**src/rtl/des_pkg.sv**
```systemverilog
// Shared types and helpers for the serial sequence-detector controller.
package des_pkg;

  typedef enum logic [1:0] {
    IDLE   = 2'd0,
    SHIFT  = 2'd1,
    DRAIN  = 2'd2,
    REPORT = 2'd3
  } des_ctrl_state_t;

  localparam logic [3:0] DES_RST_PAT = 4'b1011;

  // Match count must represent 0..word_w inclusive.
  function automatic int unsigned cnt_width(input int unsigned word_w);
    return $clog2(word_w + 1);
  endfunction

  function automatic int unsigned pos_width(input int unsigned word_w);
    return (word_w > 1) ? $clog2(word_w) : 1;
  endfunction

endpackage

```
**src/rtl/des_ctrl_ser.sv**
```systemverilog
// Word shift register and bit counter; presents one bit per shift, MSB first.
module des_ctrl_ser #(
  parameter int unsigned WORD_W = 8,
  parameter int unsigned CNT_W  = 4
) (
  input  logic              clk,
  input  logic              rstn,
  input  logic              load,
  input  logic              shift,
  input  logic [WORD_W-1:0] data,
  output logic              det_in,
  output logic [CNT_W-1:0]  bit_idx,
  output logic              last_bit
);

  logic [WORD_W-1:0] sh;

  // bit_idx is the index of the bit currently on det_in; it reaches WORD_W after the last shift.
  always_ff @(posedge clk or negedge rstn) begin
    if (!rstn) begin
      sh      <= '0;
      det_in  <= 1'b0;
      bit_idx <= '0;
    end else if (load) begin
      det_in  <= data[WORD_W-1];
      sh      <= data << 1;
      bit_idx <= '0;
    end else if (shift) begin
      det_in  <= sh[WORD_W-1];
      sh      <= sh << 1;
      bit_idx <= bit_idx + CNT_W'(1);
    end
  end

  assign last_bit = (bit_idx == CNT_W'(WORD_W - 1));

endmodule

```
**src/rtl/des_ctrl.sv**
```systemverilog
// Sequences words into the serial detector and reports per-word match count and first position.
module des_ctrl
  import des_pkg::*;
#(
  parameter int unsigned        WORD_W  = 8,
  parameter int unsigned        LENGTH  = 4,
  parameter logic [LENGTH-1:0]  RST_PAT = LENGTH'(DES_RST_PAT),
  parameter int unsigned        CNT_W   = cnt_width(WORD_W),
  parameter int unsigned        POS_W   = pos_width(WORD_W)
) (
  input  logic              clk,
  input  logic              rstn,
  input  logic              cfg_we,
  input  logic [LENGTH-1:0] cfg_pattern,
  input  logic              cfg_clr_each,
  output logic              cfg_ready,
  input  logic              s_valid,
  output logic              s_ready,
  input  logic [WORD_W-1:0] s_data,
  output logic              det_in,
  output logic              det_en,
  output logic              det_clr,
  output logic [LENGTH-1:0] det_pattern,
  input  logic              det_out,
  output logic              r_valid,
  input  logic              r_ready,
  output logic [CNT_W-1:0]  r_count,
  output logic [POS_W-1:0]  r_pos
);

  des_ctrl_state_t   state, next_state;
  logic              clr_each, prev_en;
  logic              ser_load, ser_shift;
  logic [CNT_W-1:0]  bit_idx;
  logic              last_bit;

  logic              s_ready_d, cfg_ready_d, det_en_d, det_clr_d, r_valid_d, clr_each_d;
  logic [LENGTH-1:0] pat_d;
  logic [CNT_W-1:0]  count_d;
  logic [POS_W-1:0]  pos_d;

  des_ctrl_ser #(
    .WORD_W (WORD_W),
    .CNT_W  (CNT_W)
  ) u_ser (
    .clk      (clk),
    .rstn     (rstn),
    .load     (ser_load),
    .shift    (ser_shift),
    .data     (s_data),
    .det_in   (det_in),
    .bit_idx  (bit_idx),
    .last_bit (last_bit)
  );

  always_ff @(posedge clk or negedge rstn) begin
    if (!rstn) state <= IDLE;
    else       state <= next_state;
  end

  always_comb begin
    next_state = state;
    case (state)
      IDLE:    if (!cfg_we && s_valid && s_ready) next_state = SHIFT;
      SHIFT:   if (last_bit) next_state = DRAIN;
      DRAIN:   next_state = REPORT;
      REPORT:  if (r_ready) next_state = IDLE;
      default: next_state = IDLE;
    endcase
  end

  always_comb begin
    s_ready_d   = s_ready;
    cfg_ready_d = (next_state == IDLE);
    det_en_d    = 1'b0;
    det_clr_d   = 1'b0;
    r_valid_d   = (next_state == REPORT);
    pat_d       = det_pattern;
    clr_each_d  = clr_each;
    count_d     = r_count;
    pos_d       = r_pos;
    ser_load    = 1'b0;
    ser_shift   = 1'b0;
    case (state)
      IDLE: begin
        // A config write wins and blocks word intake for the following clear cycle.
        if (cfg_we) begin
          pat_d      = cfg_pattern;
          clr_each_d = cfg_clr_each;
          det_clr_d  = 1'b1;
          s_ready_d  = 1'b0;
        end else if (s_valid && s_ready) begin
          ser_load  = 1'b1;
          count_d   = '0;
          pos_d     = '1;
          det_clr_d = clr_each;
          det_en_d  = 1'b1;
          s_ready_d = 1'b0;
        end else begin
          s_ready_d = 1'b1;
        end
      end
      SHIFT: begin
        ser_shift = 1'b1;
        det_en_d  = !last_bit;
      end
      REPORT: if (r_ready) s_ready_d = 1'b1;
      default: ;
    endcase
    // A match seen now belongs to the bit presented last cycle.
    if (det_out && prev_en) begin
      if (r_count != CNT_W'(WORD_W)) count_d = r_count + CNT_W'(1);
      if (r_count == '0) pos_d = POS_W'(bit_idx - CNT_W'(1));
    end
  end

  always_ff @(posedge clk or negedge rstn) begin
    if (!rstn) begin
      s_ready     <= 1'b1;
      cfg_ready   <= 1'b1;
      det_en      <= 1'b0;
      det_clr     <= 1'b0;
      r_valid     <= 1'b0;
      r_count     <= '0;
      r_pos       <= '1;
      det_pattern <= RST_PAT;
      clr_each    <= 1'b1;
      prev_en     <= 1'b0;
    end else begin
      s_ready     <= s_ready_d;
      cfg_ready   <= cfg_ready_d;
      det_en      <= det_en_d;
      det_clr     <= det_clr_d;
      r_valid     <= r_valid_d;
      r_count     <= count_d;
      r_pos       <= pos_d;
      det_pattern <= pat_d;
      clr_each    <= clr_each_d;
      prev_en     <= det_en;
    end
  end

endmodule

```
**config.mk**
```make
export PLATFORM = sky130hd
export DESIGN_NAME = des_ctrl
export DESIGN_NICKNAME = d
export VERILOG_FILES = /design/src/rtl/des_pkg.sv /design/src/rtl/des_ctrl_ser.sv /design/src/rtl/des_ctrl.sv
export SDC_FILE = /design/constraint.sdc
export NUM_CORES = 1
export LEC_CHECK = 0
export ABC_AREA = 1
export CAP_MARGIN = 20
export CORE_MARGIN = 2
export CORE_UTILIZATION = 45
export CTS_BUF_LIST = sky130_fd_sc_hd__clkbuf_2 sky130_fd_sc_hd__clkbuf_4 sky130_fd_sc_hd__clkbuf_8
export DETAILED_ROUTE_END_ITERATION = 16
export PLACE_DENSITY_LB_ADDON = 0.1
export SYNTH_ARGS = -nofsm -noshare
export SYNTH_HDL_FRONTEND = slang
export SYNTH_SLANG_ARGS = --single-unit
export TNS_END_PERCENT = 30
```
**constraint.sdc**
```tcl
create_clock -name clk -period 1.6 [get_ports clk]
set_input_delay 0.16 -clock clk [delete_from_list [all_inputs] [get_ports clk]]
set_output_delay 0.16 -clock clk [all_outputs]
set_load 0.03 [all_outputs]
```
### Yosys cells after proc, flatten, opt, wreduce, memory -nomap -nowiden

Cells that the tools add are included.

* memories kept: 0
* input port bits: 19
* word-level logic and storage cells: 69
* bits in latches: 0
* output and inout bits: 17
* bits in read-only memories: 0
* memory bits (writable): 0
* register bits: 33

* reductions and logical operators: 13
* $add $sub $neg: 3
* equality and inequality tests: 7
* div/mod/pow operators: 0
* $lt $le $gt $ge: 0
* shift operators: 0
* muxes and demuxes: 32
* bitwise gates (word level): 0
* $mul: 0

Operators by type and width (count)
* $mux 4: 7
* $mux 8: 2
* $mux 3: 5
* $mux 1: 12
* $add 4x1->4 const B: 2
* $pmux 2 s4: 1
* $eq 2x2->1 const B: 3
* $mux 2: 3
* $eq 4x3->1 const B: 1
* $logic_and 1x1->1: 4
* $logic_not 2->1: 2
* $logic_not 4->1: 1
* $ne 4x4->1 const B: 1
* $pmux 1 s2: 2
* $reduce_and 2->1: 2
* $reduce_bool 2->1: 2
* $sub 3x1->3 const B: 1
* $eq 2x1->1 const B: 1
* $logic_not 1->1: 2
* $ne 2x2->1 const B: 1

### Longest topological paths before layout

* word-level depth: 6
* mapped depth: 8
* gate-level depth less buffers: 8

### Modules after synthesis

A second synthesis with hierarchy kept.

* cells, all modules: 175
* area total of the unflattened synthesis: 1521.5 µm²

Modules (own cells, without submodules)
* des_ctrl: instances 1, cells an instance 112, area an instance 962.2 µm²
* des_ctrl_ser: instances 1, cells an instance 63, area an instance 559.3 µm²

### Worst setup path after synthesis

OpenSTA, ideal clock, no wires.

* path kind: register -> register
* start: register r_count[0]
* end: register r_count[0]
* cell stages (with the launch flop): 7
* setup slack: 0.265 ns
* data required time: 1.458 ns
* data arrival time: 1.193 ns
* path through: dfrtp_1 > inv_1 > ha_1 > nand3_1 > nand2_1 > nand3_1 > o21ai_0

* longest elaborated chain between the ends: 5
* elaborated cells on any way between the ends: 7

RTL lines
* from (decl): RTL line des_ctrl.sv:27 `output logic [CNT_W-1:0] r_count,`
* from (signal assigned): RTL line des_ctrl.sv:135 `r_count <= count_d;`
* parallel branches: the longest is 4 deep, another holds $add 4x1->4
* $mux 4 (*): RTL line des_ctrl.sv:111 `if (det_out && prev_en) begin`
* named net count_d[0]: RTL line des_ctrl.sv:39 `logic [CNT_W-1:0] count_d;`

Mark *: on every way through the listed nets, which the timed path passes.
A chain may end at the register's enable or synchronous reset.

### Worst setup path in the final report

* start: register u_ser.det_in
* end: output det_in

RTL lines
* from (decl): RTL line des_ctrl_ser.sv:11 `output logic det_in,`
* from (signal assigned): RTL line des_ctrl_ser.sv:25 `det_in <= data[WORD_W-1];`
* from (signal assigned): RTL line des_ctrl_ser.sv:29 `det_in <= sh[WORD_W-1];`
* to (decl): RTL line des_ctrl.sv:20 `output logic det_in,`

No word-level cell between the ends.

==> results by group <==
Timing
  – Max Transition Viols Final: 0
  – Rel. slew slack: 73.4%
  – Max Clk Rate: around 650 MHz
  – Worst-Margin Slew: 0.398 ns
  – Final setup violation count: 0
  – Post-route setup TNS: 0 ns
  – Skew final: between 0.015 and 0.02 ns
  – Endpoints failing hold: 0
  – Final period util: between 90% and 100%
  – Minimum clock period: between 1.5 and 2 ns
  – RSZ-0062 raised after global routing: no

Route
  – WL per Instance: 11.1 um
  – Via count: 1,260
  – DRT Wirelength: between 2000 and 3000 um
  – # DRC: 0
  – First drt pass iteration count: 4
  – Via density: 4.77
  – Detailed Route Iter0 Violations: 49
  – Antenna viol nets, final: 0

Critical path
  – Crit-path max FO: 2
  – Critical path's slowest cell: clkdlybuf4s50_1
  – Critical path cell sequence: clkdlybuf4s50_1
  – Data arrival, critical path: approximately 1.4 ns
  – CP max stage delay: 0.68 ns
  – Reg-to-Reg End: r_pos[1]
  – Setup slack, reg-to-reg: 0.21 ns
  – Critical Path End Type: output pin
  – R2R cell count: 8
  – CP bufs+invs: 1
  – WS Path Type: reg2out
  – Origin of the critical flop-to-flop path: r_count[0]
  – CP top delay family: buffers and inverters
  – CP required: 1.44 ns
  – Startpoint type of the worst setup path: register

Power
  – Gate power share: roughly 50%
  – Pwr/cell area: 1950 nW/um2
  – Net Switching: between 1.5 and 2 mW
  – Clock Power Share: around an eighth
  – Max rail drop VDD: 0.812 mV
  – Pint: 2.11 mW
  – Leak pwr: 1.00 nW
  – Sequential power share: just under 40%
  – Sw Ratio: 44.7%

Die
  – Die Wd: roughly 62 um
  – IO Count: 36
  – Initial Util: 46.4%
  – Core Rows: 21
  – Chip height: 62.4 um
  – Area of the die: 3900 um2
  – Core area: 3310 um2

Synthesis
  – Ranking of synthesized cells by area: dfrtp_1 37%, dfstp_2 15%, nand2_1 13%
  – Synth warn: 0
  – Post-synthesis sequential area ratio: 52.9%
  – Yosys reg bits: 32
  – Yosys top cell area share: 37.5%
  – Post-synth top area cell: dfrtp_1
  – Post-Synthesis Cells: 178
  – Avg Inst Size Synth: roughly 8.6 um2
  – Post-Syn Area: ~1500 um2
  – Cell variety after synth: 20
  – Syn_nets: 201

Place
  – DP Wirelength: 2200 um
  – Final RePlAce weighted congestion: 0.778
  – Port bufs: 35

Worst hold path
  – Hold crit path type: in2async

Layout
  – Post-layout util: approximately 59%
  – Fin nets: 240
  – Layout cells sized above 1: 13.3%
  – Area growth, synth to finish: 27.1%
  – Fill cell count: 327
  – N_diodes: 0

Global routing
  – Largest net degree at the start of global routing: 33
  – Antenna violations before repair: 0
  – Vias in the first global route: 1,143
  – All-layer global routing usage: 16.2%
  – Grt ovf: 0
  – First-pass GRT wire length: 4930 um

Clocking
  – H-tree levels: 2
  – Clock tree buffer depth: 2
  – Cts bufs inserted: 5
  – Sink Count: 32
  – Root buffer cell: clkbuf_4
  – CTS tree: yes
  – Cts hold-fix bufs: 0
  – Clock Latency Late Sink: approximately 0.33 ns
  – Clk pin slew, worst setup/hold paths: between 0.1 and 0.15 ns

Outcome
  – Status: completed

Flow run
  – Max-cap violations: 0
routing by layer:
| layer | GRT usage (%) | share of wire (%) | up-vias |
|---|---|---|---|
| li1 | - | - | 642 |
| met1 | 19.1 | 43 | 583 |
| met2 | 27.4 | 51 | 33 |
| met3 | 5.95 | 5.8 | 2 |
| met4 | 5.00 | 0.61 | 0 |
| met5 | 0 | 0 | - |
metrics by stage:
| stage | area (um2) | setup WS, ns | hold WS (ns) | std cells | power (mW) |
|---|---|---|---|---|---|
| after floorplan | 1540 | 0.265 | -0.136 | 178 | 2.87 |
| after detailed placement | 1910 | 0.155 | 0.366 | 256 | 3.49 |
| after global routing | 1950 | 0.00772 | 0.256 | 264 | 4.14 |
| after global placement | 1910 | 0.214 | 0.365 | 256 | 3.42 |
| after CTS | 1950 | 0.0459 | 0.215 | 264 | 3.87 |
| final | 1950 | 0.0648 | 0.213 | 264 | 3.81 |
cell families after synthesis:
| logic type | after synthesis | synth area share, % |
|---|---|---|
| simple gates | 101 | 29.7 |
| compound gates | 11 | 3.83 |
| flops | 32 | 52.9 |
| xor+xnor | 2 | 1.14 |
| fa+ha+maj | 4 | 3.26 |
| buf+inv | 28 | 9.13 |
flip-flops by register name, summed over array words and instances (netlist names):
signal and flops:
u_ser.sh 7, det_pattern 4, r_count 4, u_ser.bit_idx 4, r_pos 3, state 2
cfg_ready 1, clr_each 1, det_clr 1, det_en 1, prev_en 1, r_valid 1
s_ready 1, u_ser.det_in 1
worst max path at each step:
stage,from,end,cells past startpoint
6_report,u_ser.det_in,det_in,1
4_1_cts,u_ser.det_in,det_in,1
3_3_place_gp,s_valid,u_ser.sh[6],7
5_1_grt,det_pattern[2],det_pattern[2],1
3_5_place_dp,s_valid,u_ser.sh[2],7
2_1_floorplan,r_count[0],r_count[0],6
cells in the mapped netlist:
library cell / n
nand2_1: 52
nand3_1: 34
dfrtp_1: 23
inv_1: 20
dfstp_2: 9
nor2_1: 7
o21ai_0: 7
buf_6: 4
ha_1: 4
a21oi_1: 3
inv_2: 2
nand2_2: 2
nand2_4: 2
nand4_1: 2
xnor2_1: 2
buf_4: 1
clkbuf_2: 1
nor2_2: 1
nor2_4: 1
o21ai_2: 1
final cells by class:
| cell class | count | area (um2) | area share (%) |
|---|---|---|---|
| clock buffers | 6 | 45.0 | 2.31 |
| clock inverters | 2 | 12.5 | 0.641 |
| inverters | 22 | 82.6 | 4.23 |
| multi-input cells | 118 | 583 | 29.9 |
| flip-flops and latches | 32 | 812 | 41.6 |
| well taps | 46 | 57.6 | 2.95 |
| repair buffers | 38 | 359 | 18.4 |
what timing repair did:
item,in CTS,in global routing
endpoints found under the setup margin,11,0
resized for setup,11,0
setup buffers,0,0
power groups by stage:
stage               combinational [mW]  clock, mW  sequential, mW
global route                      2.08      0.517            1.54
detailed placement                1.98          0            1.51
global placement                  1.93          0            1.49
floorplan                         1.04          0            1.83
CTS                               1.90      0.474            1.49
finish                            1.87      0.452            1.49
layout by cell type, fill, tap and decap left out:
cell / n
nand2_1: 52
nand3_1: 34
clkdlybuf4s50_1: 24
dfrtp_1: 23
inv_1: 20
dlygate4sd2_1: 11
dfstp_2: 9
o21ai_0: 7
nor2_1: 7
clkbuf_4: 6
ha_1: 4
a21oi_1: 3
buf_4: 3
nand2_4: 2
nand2_2: 2
xnor2_1: 2
nand4_1: 2
inv_2: 2
nor2_2: 1
nor2_4: 1
o21ai_2: 1
clkinv_2: 1
clkinvlp_4: 1
No activity file was read; power rests on OpenSTA's default activity.
